<file path="src/rtl/game_pkg.sv">
// Shared types and constants for the memorization game sequencer.
// Digit masking and active-digit helpers live here too.
package game_pkg;

    typedef enum logic [2:0] {
        IDLE,
        LOAD,
        SHOW,
        ENTER,
        CHECK,
        RESULT,
        GAMEOVER
    } gameState_t;

    localparam logic [3:0] KEY_CLEAR  = 4'hF;
    localparam int         DIGIT_W    = 4;
    localparam int         MAX_DIGITS = 4;

    // Number of digits in play at a given level, capped at four.
    function automatic logic [2:0] activeDigits(input logic [3:0] lvl);
        return (lvl > 4'd4) ? 3'd4 : lvl[2:0];
    endfunction

    // Zero every nibble above the active digit count.
    function automatic logic [15:0] maskDigits(
        input logic [15:0] value,
        input logic [2:0]  nd
    );
        logic [15:0] mask;
        mask = '0;
        for (int i = 0; i < MAX_DIGITS; i++) begin
            if (i < int'(nd)) begin
                mask[i*DIGIT_W +: DIGIT_W] = 4'hF;
            end
        end
        return value & mask;
    endfunction

endpackage

</file>
<file path="src/rtl/game_sequencer_phase_timer.sv">
// Tick counter shared by the show and result phases.
// Held at zero while cleared; flags the tick that reaches the terminal count.
module phase_timer (
    input  logic       clk,
    input  logic       rst,
    input  logic       clear,
    input  logic       tick,
    input  logic [7:0] termCount,
    output logic       expired
);

    logic [7:0] count;

    // Count ticks only while the owning phase is active.
    always_ff @(posedge clk or posedge rst) begin
        if (rst) begin
            count <= '0;
        end else if (clear) begin
            count <= '0;
        end else if (tick) begin
            count <= count + 8'd1;
        end
    end

    assign expired = tick && !clear && (count == termCount - 8'd1);

endmodule

</file>
<file path="src/rtl/game_sequencer.sv">
// Round controller: latch target, show it, collect digits, score, advance.
// One explicit FSM owns the display phase, target, entry and level.
module game_sequencer
    import game_pkg::*;
#(
    parameter int SHOW_TICKS   = 3,
    parameter int RESULT_TICKS = 2,
    parameter int MAX_LEVEL    = 9
) (
    input  logic        clk,
    input  logic        rst,
    input  logic        tick,
    input  logic        start,
    input  logic [15:0] randInt,
    input  logic        keyValid,
    input  logic [3:0]  keyCode,
    output logic        displayPhase,
    output logic [15:0] target,
    output logic [15:0] userInt,
    output logic [2:0]  digitCount,
    output logic        resultValid,
    output logic        correct,
    output logic [3:0]  level,
    output logic        gameOver
);

    gameState_t state;
    gameState_t nextState;

    logic [2:0] nd;
    logic       timerClear;
    logic [7:0] timerTerm;
    logic       timerDone;
    logic       keyDigit;
    logic       lastDigit;

    assign nd         = activeDigits(level);
    assign timerClear = !((state == SHOW) || (state == RESULT));
    assign timerTerm  = (state == SHOW) ? 8'(SHOW_TICKS) : 8'(RESULT_TICKS);
    assign keyDigit   = keyValid && (keyCode != KEY_CLEAR);
    assign lastDigit  = keyDigit && ((digitCount + 3'd1) == nd);

    phase_timer uTimer (
        .clk      (clk),
        .rst      (rst),
        .clear    (timerClear),
        .tick     (tick),
        .termCount(timerTerm),
        .expired  (timerDone)
    );

    // State register.
    always_ff @(posedge clk or posedge rst) begin
        if (rst) begin
            state <= IDLE;
        end else begin
            state <= nextState;
        end
    end

    // Next-state decode.
    always_comb begin
        nextState = state;
        unique case (state)
            IDLE:     if (start) nextState = LOAD;
            LOAD:     nextState = SHOW;
            SHOW:     if (timerDone) nextState = ENTER;
            ENTER:    if (lastDigit) nextState = CHECK;
            CHECK:    nextState = RESULT;
            RESULT: begin
                if (timerDone) begin
                    nextState = correct ? LOAD : GAMEOVER;
                end
            end
            GAMEOVER: if (start) nextState = LOAD;
            default:  nextState = IDLE;
        endcase
    end

    // Registered phase flags, target, entry shifter, score and level.
    always_ff @(posedge clk or posedge rst) begin
        if (rst) begin
            displayPhase <= 1'b0;
            resultValid  <= 1'b0;
            gameOver     <= 1'b0;
            target       <= '0;
            userInt      <= '0;
            digitCount   <= '0;
            correct      <= 1'b0;
            level        <= 4'd1;
        end else begin
            displayPhase <= (nextState == SHOW);
            resultValid  <= (nextState == RESULT);
            gameOver     <= (nextState == GAMEOVER);
            unique case (state)
                IDLE, GAMEOVER: begin
                    if (start) level <= 4'd1;
                end
                LOAD: begin
                    target     <= maskDigits(randInt, nd);
                    userInt    <= '0;
                    digitCount <= '0;
                end
                ENTER: begin
                    if (keyValid) begin
                        if (keyCode == KEY_CLEAR) begin
                            userInt    <= '0;
                            digitCount <= '0;
                        end else begin
                            userInt    <= {userInt[11:0], keyCode};
                            digitCount <= digitCount + 3'd1;
                        end
                    end
                end
                CHECK: begin
                    correct <= (userInt == target);
                end
                RESULT: begin
                    if (timerDone && correct && (level != 4'(MAX_LEVEL))) begin
                        level <= level + 4'd1;
                    end
                end
                default: begin
                end
            endcase
        end
    end

endmodule

</file>
<file path="config.mk">
export PLATFORM = sky130hd
export DESIGN_NAME = game_sequencer
export DESIGN_NICKNAME = d
export VERILOG_FILES = /design/src/rtl/game_pkg.sv /design/src/rtl/game_sequencer_phase_timer.sv /design/src/rtl/game_sequencer.sv
export SDC_FILE = /design/constraint.sdc
export NUM_CORES = 1
export LEC_CHECK = 0
export ABC_AREA = 1
export CAP_MARGIN = 20
export CORE_UTILIZATION = 50
export CTS_BUF_LIST = sky130_fd_sc_hd__clkbuf_4 sky130_fd_sc_hd__clkbuf_8
export DETAILED_ROUTE_END_ITERATION = 7
export PLACE_DENSITY = 0.86
export SYNTH_ARGS = -nofsm -noshare
export SYNTH_HDL_FRONTEND = slang
export SYNTH_HIERARCHICAL = 1
export SYNTH_SLANG_ARGS = --single-unit
</file>
<file path="constraint.sdc">
create_clock -name clk -period 2.9 [get_ports clk]
set_clock_uncertainty 0.1 [all_clocks]
set_input_delay 0.58 -clock clk [delete_from_list [all_inputs] [get_ports clk]]
set_output_delay 0.58 -clock clk [all_outputs]
set_load 0.03 [all_outputs]
</file>
After elaboration in Yosys (flattened, before gate mapping)
Cells that the tools add are included.
{"block": "word_totals", "register_bits": 54, "input_bits": 25, "out_inout_bits": 43, "word_cells": 79}
{"block": "classes", "n_mux": 27, "n_lt_le_gt_ge": 5, "n_bitwise": 1, "reduce_logical": 13, "n_addsub": 4, "eq_ne": 19}
{"operator": "two-way mux 4 bit", "n": 10}
{"operator": "two-way mux 16 bit", "n": 2}
{"operator": "case mux 16 bit (2 select lines)", "n": 1}
{"operator": "two-way mux 3 bit", "n": 8}
{"operator": "case mux 3 bit (6 select lines)", "n": 1}
{"operator": "bitwise AND 16 bit", "n": 1}
{"operator": "equality test 16 bit", "n": 1}
{"operator": "two-way mux 8 bit", "n": 2}
{"operator": "equality test 3 bit, second input constant", "n": 5}
{"operator": "equality test 3 x 2 -> 1 bit, second input constant", "n": 3}
{"operator": "adder 8 x 1 -> 8 bit, second input constant", "n": 1}
{"operator": "equality test 8 bit", "n": 1}
{"operator": "inequality test 4 bit, second input constant", "n": 2}
{"operator": "case mux 4 bit (2 select lines)", "n": 1}
{"operator": "logical AND 1 bit", "n": 6}
{"operator": "< comparator 1 x 3 -> 1 bit, first input constant", "n": 2}
{"operator": "< comparator 2 x 3 -> 1 bit, first input constant", "n": 2}
{"operator": "case mux 3 bit (2 select lines)", "n": 1}
{"operator": "adder 4 x 1 -> 4 bit, second input constant", "n": 1}
{"operator": "equality test 4 bit, second input constant", "n": 1}
{"operator": "greater-than comparator 4 x 3 -> 1 bit, second input constant", "n": 1}
{"operator": "inequality test 2 x 1 -> 1 bit, second input constant", "n": 2}
{"operator": "inequality test 2 bit, second input constant", "n": 2}
{"operator": "nonzero test 2 bit", "n": 2}
{"operator": "other kinds (10)", "n": 10}

Longest topological paths before layout
Gate-level depths: netlist (run 1).
{"block": "depth", "ltp_word": 9, "depth_mapped": 21, "ltp_nobuf": 21}

Modules after synthesis
The synthesis (run 1) kept the hierarchy.
{"mod": "game_sequencer", "seq_area_each_um2": 1152.4, "area_per_inst_um2": 2358.5, "n_inst": 1, "cells_per_inst": 291}
{"mod": "phase_timer", "seq_area_each_um2": 200.2, "area_per_inst_um2": 718.2, "n_inst": 1, "cells_per_inst": 110}

Worst setup path after synthesis (run 1)
No wires, ideal clock.
{"block": "synth_path", "path_kind": "register -> register", "from": "register state[0]", "to": "register resultValid", "synth_period_minus_slack_ps": 2525, "path_buffers": 0, "slack_ps": 375, "t_required_ps": 2683, "setup_ps": 117, "arrival_ps": 2308, "stages_incl_launch_ff": 22, "path_cell_list": "dfrtp_1 inv_1 nand2_1 nor2_1 inv_2 ha_1 nand2_1 inv_1 nor2_4 nand3_2 nor2_2 nand2_1 nor2_2 nand2_1 nor2_2 nand2_1 inv_1 nor2_1 nor3_1 nand2_1 nand2_1 nor2_1"}
{"block": "synth_between", "elab_chain_len": 8, "word_cells_on_any_way": 20, "cone_classes": "add/sub (1); eq/ne (8); mux (6); reduce/logical (5)"}
{"item": "from (decl)", "line_no": "game_sequencer.sv:27", "source": "gameState_t state;"}
{"item": "from (signal assigned)", "line_no": "game_sequencer.sv:57", "source": "state <= nextState;"}
{"item": "equality test 3 x 2 -> 1 bit *", "line_no": "game_sequencer.sv:39", "source": "assign timerTerm = (state == SHOW) ? 8'(SHOW_TICKS) : 8'(RESULT_TICKS);"}
{"item": "two-way mux 1 bit *", "line_no": "game_sequencer.sv:39"}
{"item": "net timerTerm[0]", "line_no": "game_sequencer.sv:32", "source": "logic [7:0] timerTerm;"}
{"item": "subtractor 2 x 1 -> 3 bit *", "line_no": "game_sequencer_phase_timer.sv:25", "source": "assign expired = tick && !clear && (count == termCount - 8'd1);"}
{"item": "equality test 8 bit *", "line_no": "game_sequencer_phase_timer.sv:25"}
{"item": "logical AND 1 bit *", "line_no": "game_sequencer_phase_timer.sv:25"}
{"item": "net timerDone", "line_no": "game_sequencer.sv:33", "source": "logic timerDone;"}
{"item": "two-way mux 3 bit (on tied branches)", "line_no": "game_sequencer.sv:71, game_sequencer.sv:67"}
{"item": "case mux 3 bit (6 select lines) *", "line_no": "game_sequencer.sv:64", "source": "unique case (state)"}
{"item": "equality test 3 bit *", "line_no": "game_sequencer.sv:93", "source": "resultValid <= (nextState == RESULT);"}
{"item": "to (signal assigned)", "line_no": "game_sequencer.sv:93"}
{"item": "to (decl)", "line_no": "game_sequencer.sv:21", "source": "output logic resultValid,"}
The timed path passes the listed nets; every way through them passes the cells marked *.
A chain may end at the register's enable or synchronous reset.

Final worst setup path (run 1)
{"block": "layout_path", "from": "register state[0]", "to": "register level[0]"}
{"block": "layout_between", "elab_chain_len": 9, "word_cells_on_any_way": 18, "cone_classes": "add/sub (1); eq/ne (6); mux (2); reduce/logical (9)"}
{"item": "equality test 3 x 2 -> 1 bit", "line_no": "game_sequencer.sv:39"}
{"item": "two-way mux 1 bit", "line_no": "game_sequencer.sv:39"}
{"item": "net timerTerm[0]", "line_no": "game_sequencer.sv:32"}
{"item": "subtractor 2 x 1 -> 3 bit", "line_no": "game_sequencer_phase_timer.sv:25"}
{"item": "equality test 8 bit", "line_no": "game_sequencer_phase_timer.sv:25"}
{"item": "logical AND 1 bit", "line_no": "game_sequencer_phase_timer.sv:25"}
{"item": "net timerDone", "line_no": "game_sequencer.sv:33"}
{"item": "logical AND 1 bit (2 in series)", "line_no": "game_sequencer.sv:119", "source": "if (timerDone && correct && (level != 4'(MAX_LEVEL))) begin"}
{"item": "inequality test 2 x 1 -> 1 bit (no line)"}
{"item": "AND reduction 3 bit (no line)"}
{"item": "to (signal assigned)", "line_no": "game_sequencer.sv:120", "source": "level <= level + 4'd1;"}
{"item": "to (decl)", "line_no": "game_sequencer.sv:23", "source": "output logic [3:0] level,"}
The timed path passes the listed nets, and every way through them passes these cells.

==> qor.txt, run 1 <==
final hold vios = 0
Setup crit end kind = flip-flop
Initial DRC Count = 274
CTS Buf Count = 5
clk sink count = 54
post-synthesis compound-gate area fraction = 9.80%
CP Cell Sequence = inv_2 > nand2_2 > nor2_4 > inv_2 > ha_4 > nand2_1 > inv_1 > nor2_4 > nand3_2 > nor2_2 > nand2_1 > nor2_2 > nand2_1 > nor2_4 > nand2_1 > inv_2 > a21oi_1 > nor2_2 > o21ai_1 > o21ai_0
vias per cell = 5.25
die height = 80.4 microns
fin nets = 525
Largest stage delay, worst path = 0.45 ns
Lkg Pwr = 1.94 nW
Slew @ Worst Pin = 0.830 ns
drt first pass iters = 5
Post-DRT Antenna Nets = 0
CP bufs+invs = 4
maximum clock frequency = 368 MHz
CP required = 3.03 ns
Post-Syn Area = 3080 sq um
most frequent cells in the layout = 91 x nand2_1, 67 x clkdlybuf4s50_1, 54 x inv_1
routability congestion estimate = 0.918
Layout Area Growth over Synthesis = 31.4%
worst hold path type = reg2reg
final setup violation count = 0
Max FO, Critical Path = 8
Max-Cap Viols = 0
mux contribution to synthesized area = 0%
Total Power = 3.03 mW
all-layer global routing usage = 26.2%
via count = 2985
Core ar. = 5920 sq um
die area = 6470 sq um
Port Buf Inserts = 67
Slew Limit Headroom = 44.1%
final max-slew violation count = 0
simple-gate share of the synthesized area = 30.1%
most common cell after layout, fill and taps aside = nand2_1
minimum clock period = 2.72 ns
Worst VDD drop = 537 uV
first-pass GRT wire length = 12800 microns
share of cells above drive strength 1 = 10.5%
Worst-Skew Late Latency = 0.31 ns
Setup TNS Final = 0 ns
register area share after synthesis = 44.0%
wire per inst = 13.8 microns
pwr dens = 749 nW/um^2
clk root buf = clkbuf_8
Post-Syn Instances = 401
Placed Cells = 559
Adder-Cell Fraction of Synth Area = 2.44%
Non-Filler Instances = 569
initial antenna violation count = 0
Yosys Warn Count = 6
grt ovf = 0
I/O pins = 68
status = completed
Critical Path AT = 2.85 ns
xor and xnor area share after synthesis = 4.84%
vias in the first global route = 2823
Startpoint Class = flip-flop
H-tree lvl count = 2
Clock transition at path regs = 0.10 ns
CTS tree = built
Top cell by count, worst path = nand2_1
Avg Inst Size Synth = 7.67 sq um
CP max-delay cell = dfrtp_2
main combinational cell family by area after synthesis = simple AND/OR/NAND/NOR gates
Post-DP HPWL = 5770 microns
Antenna diodes = 0
Yosys cell types = 31
RSZ-0062 raised after global routing = no
Chip Width = 80.4 microns
Clock Tree Buf Depth = 2
Site Rows = 28
period utilization = 93.8%
crit path kind = reg2reg
synthesized flop and latch total = 54
largest net degree at the start of global routing = 47
Initial Util = 52.0%
CP top delay family = simple AND/OR/NAND/NOR gates
DRC violation count after routing = 0
Routed WL = 7880 microns
final timing paths:
check / start / endpoint / slack, ns / cells past startpoint
setup reg to reg: state[0]$_DFF_PP0_ / level[0]$_DFFE_PP1P_ / 0.18 / 20
hold reg to reg: uTimer/count[4]$_DFFE_PP0P_ / uTimer/count[4]$_DFFE_PP0P_ / 0.44 / 1
hold / removal: uTimer/count[4]$_DFFE_PP0P_ / uTimer/count[4]$_DFFE_PP0P_ / 0.44 / 1
max in group asynchronous: rst / state[0]$_DFF_PP0_ / 1.59 / 3
setup / recovery: state[0]$_DFF_PP0_ / level[0]$_DFFE_PP1P_ / 0.18 / 20
min in group asynchronous: rst / uTimer/count[2]$_DFFE_PP0P_ / 0.47 / 2
power breakdown:
part	internal, mW	switching [mW]	leakage [nW]
logic	0.576	0.984	1.16
clock network	0.166	0.257	0.0362
registers	0.897	0.149	0.737
total	1.64	1.39	1.94
repair_timing:
item                                    CTS  global route
hold buffers                              0             0
buffers inserted                          0             3
endpoints found under the setup margin    6            10
pin swaps                                 0             5
cloned                                    0             0
resized for setup                         1            10
per-stage QoR:
| step | util, % | hold WS [ns] | setup WS, ns | instance area, sq um |
|---|---|---|---|---|
| 2_1_floorplan | - | 0.296 | 0.375 | 3140 |
| 3_3_place_gp | 65.9 | 0.412 | 0.231 | 3900 |
| 3_5_place_dp | 65.9 | 0.419 | 0.0102 | 3900 |
| 4_1_cts | 67.4 | 0.442 | 0.0418 | 3990 |
| 5_1_grt | 68.3 | 0.458 | 0.0313 | 4040 |
| 6_report | 68.3 | 0.442 | 0.180 | 4040 |
per-layer routing:
metal / wire [microns] / global-route usage, %
met1: 3280 / 34.0
met5: 0 / 0
met2: 3930 / 42.5
met3: 432 / 4.43
met4: 234 / 12.1
kinds of logic (layout without fill, tap and decap cells):
logic type / Yosys count / count (layout)
AOI/OAI and AO/OA: 56 / 56
xor gates and xnor gates: 17 / 17
adders and majority gates: 6 / 6
buffers and inverters: 68 / 144
DFF: 54 / 54
other: 2 / 19
and+or+nand+nor: 198 / 198
final cells by class:
type | count | area, sq um
clock inverters | 2 | 15.0
well taps | 75 | 93.8
fillers | 469 | 1880
multi-input cells | 296 | 1560
flip-flops and latches | 54 | 1350
clock buffers | 5 | 68.8
inverters | 64 | 240
repair buffers | 73 | 716
Yosys cell counts (all sizes together):
library cell  count  area, sq um
ha                6         75.1
nand4             4         25.0
o21ai            36          180
dfstp             1         26.3
buf               4         26.3
clkinv            1         3.75
nand3b            1         7.51
inv              63          236
a31oi             1         6.26
nand3            41          233
o22ai            12         75.1
nor3              6         30.0
a21oi             5         25.0
nand2            98          393
o21a              1         7.51
nor2             48          236
xor2              8         70.1
conb              2         7.51
dfrtp            53         1330
o211ai            1         7.51
xnor2             9         78.8
sequential cells by signal, indices dropped and copies added (netlist names):
name          count
target           16
userInt          16
uTimer/count      8
level             4
digitCount        3
state             3
correct           1
displayPhase      1
gameOver          1
resultValid       1
Note: power is estimated with default switching activity, not from simulation.
==> run 2: changes to the inputs <==
--- a/config.mk
+++ b/config.mk
@@ -7,10 +7,10 @@
 export LEC_CHECK = 0
 export ABC_AREA = 1
 export CAP_MARGIN = 20
-export CORE_UTILIZATION = 50
+export CORE_UTILIZATION = 52
 export CTS_BUF_LIST = sky130_fd_sc_hd__clkbuf_4 sky130_fd_sc_hd__clkbuf_8
 export DETAILED_ROUTE_END_ITERATION = 7
-export PLACE_DENSITY = 0.86
+export PLACE_DENSITY = 0.89
 export SYNTH_ARGS = -nofsm -noshare
 export SYNTH_HDL_FRONTEND = slang
 export SYNTH_HIERARCHICAL = 1
==> run 2 against run 1 <==
Effect of this change:
- routed wire length fell by 5.2%
- die area fell by 3.8%
- worst hold slack got worse by 0.0039 ns
- clock power rose by 3%
- final cell count fell by 0.70%
- critical path type unchanged
- largest cell class unchanged
==> qor.txt, run 2 (synthesis results as in run 1) <==
status = completed
CP top delay family = simple AND/OR/NAND/NOR gates
CP max-delay cell = dfrtp_2
Startpoint Class = flip-flop
Site Rows = 27 (-3.6%)
CP Cell Sequence = inv_2 > nand2_1 > nor2_4 > inv_2 > ha_1 > nand2_1 > inv_1 > nor2_4 > nand3_2 > nor2_2 > nand2_1 > nor2_2 > nand2_1 > nor2_4 > nand2_1 > inv_1 > a21oi_1 > nor2_2 > nand3_1 > o21ai_0
Clock Tree Buf Depth = 2 (unchanged)
clk root buf = clkbuf_8
final max-slew violation count = 0 (unchanged)
grt ovf = 0 (unchanged)
clk sink count = 54 (unchanged)
CTS tree = built
CP bufs+invs = 4 (unchanged)
Worst VDD drop = 525 uV (-2.1%)
# hold bufs at CTS = 0 (unchanged)
Largest stage delay, worst path = 0.46 ns (about the same)
top flop regs = target: 16 flops, userInt: 16 flops, uTimer/count: 8 flops
vias per cell = 5.24 (-0.14%)
Layout Area Growth over Synthesis = 30.9%
Initial Util = 54.9% (+2.9 points)
all-layer global routing usage = 25.7% (-0.43 points)
H-tree lvl count = 2 (unchanged)
period utilization = 91.5% (-2.3 points)
minimum clock period = 2.65 ns (-0.0665 ns)
Max FO, Critical Path = 8 (unchanged)
die area = 6230 sq um (-3.8%)
Critical Path AT = 2.78 ns (-0.07 ns)
Max-Cap Viols = 0 (unchanged)
share of cells above drive strength 1 = 9.53% (-0.99 points)
Port Buf Inserts = 67 (unchanged)
Fin Hold WS = 0.438 ns (-0.00393 ns)
Final Cell Area = 4030 sq um (-0.34%)
Routed WL = 7470 microns (-5.2%)
pwr dens = 744 nW/um^2 (-0.70%)
via count = 2960 (-0.84%)
routability congestion estimate = 0.917 (-0.16%)
vias in the first global route = 2767 (-2.0%)
Cell Area, Placed = 3910 sq um (+0.22%)
CP required = 3.03 ns (about the same)
Core ar. = 5610 sq um (-5.3%)
Post-DP HPWL = 5700 microns (-1.2%)
largest net degree at the start of global routing = 28 (-40%)
most common cell after layout, fill and taps aside = nand2_1
Clock transition at path regs = 0.10 ns (about the same)
DRC violation count after routing = 0 (unchanged)
first-pass GRT wire length = 12600 microns (-1.7%)
Antenna diodes = 0 (unchanged)
wire per inst = 13.2 microns (-4.5%)
Setup TNS Final = 0 ns (unchanged)
die height = 78.9 microns (-1.9%)
Worst-Skew Late Latency = 0.31 ns (about the same)
Lkg Pwr = 1.94 nW (+0.13%)
final setup violation count = 0 (unchanged)
Top cell by count, worst path = nand2_1
Post-DRT Antenna Nets = 0 (unchanged)
Initial DRC Count = 307 (+12%)
Setup crit end kind = flip-flop
Placed Cells = 556 (-0.54%)
Chip Width = 78.9 microns (-1.9%)
Non-Filler Instances = 565 (-0.70%)
crit path kind = reg2reg
final hold vios = 0 (unchanged)
Slew @ Worst Pin = 0.866 ns (+0.0358 ns)
maximum clock frequency = 377 MHz (+2.5%)
most frequent cells in the layout = 92 x nand2_1, 67 x clkdlybuf4s50_1, 55 x inv_1
Slew Limit Headroom = 41.7% (-2.4 points)
I/O pins = 68 (unchanged)
initial antenna violation count = 0 (unchanged)
drt first pass iters = 5 (unchanged)
CTS Buf Count = 5 (unchanged)
worst hold path type = reg2reg
fin nets = 523 (-0.38%)
-- run 2: final cells by class --
cell class	count	area, sq um
inverters	64	240
repair buffers	71	713
flip-flops and latches	54	1350
clock inverters	3	23.8
clock buffers	5	68.8
fillers	433	1580
multi-input cells	296	1540
well taps	72	90.1
-- run 2: per-layer routing --
metal / vias to the layer above / track usage (%) / wire [microns]
li1: 1443 / - / -
met1: 1395 / 34.5 / 3210
met2: 112 / 43.0 / 3710
met3: 10 / 4.37 / 450
met4: 0 / 7.64 / 97
met5: - / 0 / 0
-- run 2: timing repair --
action,4_1_cts,5_1_grt
resized for setup,0,7
buffers inserted,0,1
hold endpoints to repair,0,0
setup endpoints to repair,0,10
-- run 2: power by group --
group          switching, mW  internal (mW)
Combinational          0.962          0.552
Sequential             0.152          0.897
Clock                  0.262          0.173
-- run 2: worst paths after layout --
| check | cells after the start | to | slack, ns | start |
|---|---|---|---|---|
| min in group asynchronous | 2 | uTimer/count[1]$_DFFE_PP0P_ | 0.45 | rst |
| max reg2reg | 20 | level[2]$_DFFE_PP0P_ | 0.25 | state[0]$_DFF_PP0_ |
| max in group asynchronous | 3 | digitCount[0]$_DFFE_PP0P_ | 1.60 | rst |
| min | 2 | target[2]$_DFFE_PP0P_ | 0.44 | target[2]$_DFFE_PP0P_ |
| min reg2reg | 2 | target[2]$_DFFE_PP0P_ | 0.44 | target[2]$_DFFE_PP0P_ |
| max | 20 | level[2]$_DFFE_PP0P_ | 0.25 | state[0]$_DFF_PP0_ |
-- run 2: stage by stage --
step / setup slack, ns / total power [mW] / utilization, %
after detailed placement: 0.122 / 2.52 / 69.7
after CTS: 0.0882 / 2.96 / 71.4
after floorplan: 0.375 / 2.05 / -
after global routing: -0.00768 / 3.20 / 71.8
final: 0.246 / 3.00 / 71.8
after global placement: 0.236 / 2.47 / 69.7
-- run 2: tightest hold or removal path, delay by kind of cell, from the launching register on --
kind | cells | cell delay (ns)
flip-flops | 1 | 0.39
AND/OR/NAND/NOR | 2 | 0.13
==> run 3: changes to the inputs <==
--- a/config.mk
+++ b/config.mk
@@ -11,6 +11,7 @@
 export CTS_BUF_LIST = sky130_fd_sc_hd__clkbuf_4 sky130_fd_sc_hd__clkbuf_8
 export DETAILED_ROUTE_END_ITERATION = 7
 export PLACE_DENSITY = 0.89
+export REMOVE_ABC_BUFFERS = 1
 export SYNTH_ARGS = -nofsm -noshare
 export SYNTH_HDL_FRONTEND = slang
 export SYNTH_HIERARCHICAL = 1
==> run 3 against run 2 <==
Effect of this change:
- first-iteration DRC count down 45%
- routed wire length down 1.0%
- global-route usage grew 0.069 points
- via count is 1.5% lower
- flip-flop and latch count unchanged
- total power decreased by 0.77%
- largest cell class unchanged
- critical endpoint is now resultValid$_DFF_PP0_
- worst setup slack improved by 0.027 ns
- count of clock-buffer cells in the layout stayed put
- register-to-register slack gained 0.03 ns
==> qor.txt, run 3 (synthesis results as in run 1) <==
Slew Limit Headroom = 56.7% (+15 points)
top flop regs = target: 16 flops, userInt: 16 flops, uTimer/count: 8 flops
worst hold path type = reg2reg
pwr dens = 741 nW/um^2 (-0.46%)
CP bufs+invs = 4 (unchanged)
Setup crit end kind = flip-flop
wire per inst = 13.1 microns (-1.2%)
routability congestion estimate = 0.902 (-1.6%)
largest net degree at the start of global routing = 21 (-25%)
Non-Filler Instances = 566 (+0.18%)
initial antenna violation count = 0 (unchanged)
CP required = 3.00 ns (-0.03 ns)
# hold bufs at CTS = 0 (unchanged)
Post-DRT Antenna Nets = 0 (unchanged)
Post-DP HPWL = 5680 microns (-0.29%)
via count = 2915 (-1.5%)
minimum clock period = 2.63 ns (-0.0273 ns)
Antenna diodes = 0 (unchanged)
H-tree lvl count = 2 (unchanged)
Core ar. = 5610 sq um (unchanged)
drt first pass iters = 4 (-1)
Slew @ Worst Pin = 0.643 ns (-0.223 ns)
Clock Tree Buf Depth = 2 (unchanged)
final setup violation count = 0 (unchanged)
Worst VDD drop = 638 uV (+21%)
register area = 1350 sq um (unchanged)
Site Rows = 27 (unchanged)
Top cell by count, worst path = nand2_1
Setup TNS Final = 0 ns (unchanged)
Initial Util = 54.9% (unchanged)
die height = 78.9 microns (unchanged)
CP Cell Sequence = inv_2 > nand2_1 > nor2_4 > inv_2 > ha_1 > nand2_1 > inv_1 > nor2_4 > nand3_2 > nor2_2 > nand2_1 > nor2_2 > nand2_1 > nor2_4 > nand2_1 > inv_1 > nor2_1 > nor3_1 > nand2_1 > nand2_1 > nor2_1
Max FO, Critical Path = 5 (-3)
grt ovf = 0 (unchanged)
Critical Path AT = 2.73 ns (-0.05 ns)
Initial DRC Count = 169 (-45%)
first-pass GRT wire length = 12500 microns (-0.16%)
Largest stage delay, worst path = 0.44 ns (-0.02 ns)
CP top delay family = simple AND/OR/NAND/NOR gates
Lkg Pwr = 1.94 nW (+0.13%)
I/O pins = 68 (unchanged)
fill count = 445 (+2.8%)
Final Cell Area = 4020 sq um (-0.31%)
vias in the first global route = 2833 (+2.4%)
CTS tree = built
Routed WL = 7400 microns (-1.0%)
die area = 6230 sq um (unchanged)
clk sink count = 54 (unchanged)
DRC violation count after routing = 0 (unchanged)
CP max-delay cell = dfrtp_2
Worst-Skew Late Latency = 0.31 ns (about the same)
all-layer global routing usage = 25.8% (+0.069 points)
Startpoint Class = flip-flop
status = completed
final max-slew violation count = 0 (unchanged)
share of cells above drive strength 1 = 9.51% (-0.019 points)
crit path kind = reg2reg
fin nets = 524 (+0.19%)
Chip Width = 78.9 microns (unchanged)
period utilization = 90.6% (-0.94 points)
vias per cell = 5.15 (-1.7%)
Max-Cap Viols = 0 (unchanged)
fin util = 71.6% (-0.22 points)
most common cell after layout, fill and taps aside = nand2_1
Port Buf Inserts = 67 (unchanged)
Placed Cells = 557 (+0.18%)
area of the multi-input gates = 1530 sq um (-0.33%)
Layout Area Growth over Synthesis = 30.5%
most frequent cells in the layout = 92 x nand2_1, 67 x clkdlybuf4s50_1, 55 x inv_1
CTS Buf Count = 5 (unchanged)
Cell Area, Placed = 3910 sq um (-0.13%)
Clock transition at path regs = 0.10 ns (about the same)
final hold vios = 0 (unchanged)
clk root buf = clkbuf_8
RSZ-0062 raised after global routing = no
maximum clock frequency = 381 MHz (+1.0%)
run 3: cell types whose count changed in the layout (fill, tap and decap cells not counted), sizes merged:
cell,delta
clkinv,+2
buf,+1
clkinvlp,-1
inv,-1
run 3: where the power goes:
group          switching [mW]  total [mW]  internal [mW]
Sequential              0.146        1.04          0.897
Combinational           0.959        1.51          0.551
Clock                   0.252       0.422          0.170
run 3: per-stage QoR:
| step | setup WS (ns) | total power [mW] | hold slack [ns] |
|---|---|---|---|
| finish | 0.273 | 2.97 | 0.447 |
| global route | 0.0269 | 3.18 | 0.475 |
| CTS | 0.0507 | 2.94 | 0.445 |
| detailed placement | 0.0789 | 2.52 | 0.418 |
| global placement | 0.209 | 2.48 | 0.414 |
| floorplan | 0.375 | 2.02 | 0.296 |
run 3: what timing repair did:
| action | CTS | global route |
|---|---|---|
| endpoints found under the setup margin | 0 | 10 |
| resized for setup | 0 | 5 |
| buffers inserted | 0 | 1 |
run 3: tightest hold or removal path, cell delays in order, from the launching register on:
cell	delay, ns
dfrtp_1	0.40
nand2_1	0.07
nand2_1	0.06
run 3: path summary, 6_finish.rpt:
path                                          endpoint  cells after the start                  start  slack, ns
max in group asynchronous         level[0]$_DFFE_PP1P_                      3                    rst       1.57
min reg2reg                      target[1]$_DFFE_PP0P_                      2  target[1]$_DFFE_PP0P_       0.45
min                              target[1]$_DFFE_PP0P_                      2  target[1]$_DFFE_PP0P_       0.45
min in group asynchronous  uTimer/count[7]$_DFFE_PP0P_                      2                    rst       0.47
max                              resultValid$_DFF_PP0_                     21     state[0]$_DFF_PP0_       0.27
max reg2reg                      resultValid$_DFF_PP0_                     21     state[0]$_DFF_PP0_       0.27
run 3: area by class of cell:
type | instances | share of cell area [%]
clock inverter | 3 | 0.530
multi-input combinational | 296 | 38.2
clock buffer | 5 | 1.71
sequential | 54 | 33.7
timing repair buffer | 72 | 17.6
inverter | 64 | 5.98
tap | 72 | 2.24
run 3: metal layers:
metal	vias up	routed length, microns	track usage [%]
met5	-	0	0
met4	0	117	8.00
met3	11	415	5.63
met2	89	3690	45.7
met1	1371	3170	31.3
li1	1444	-	-
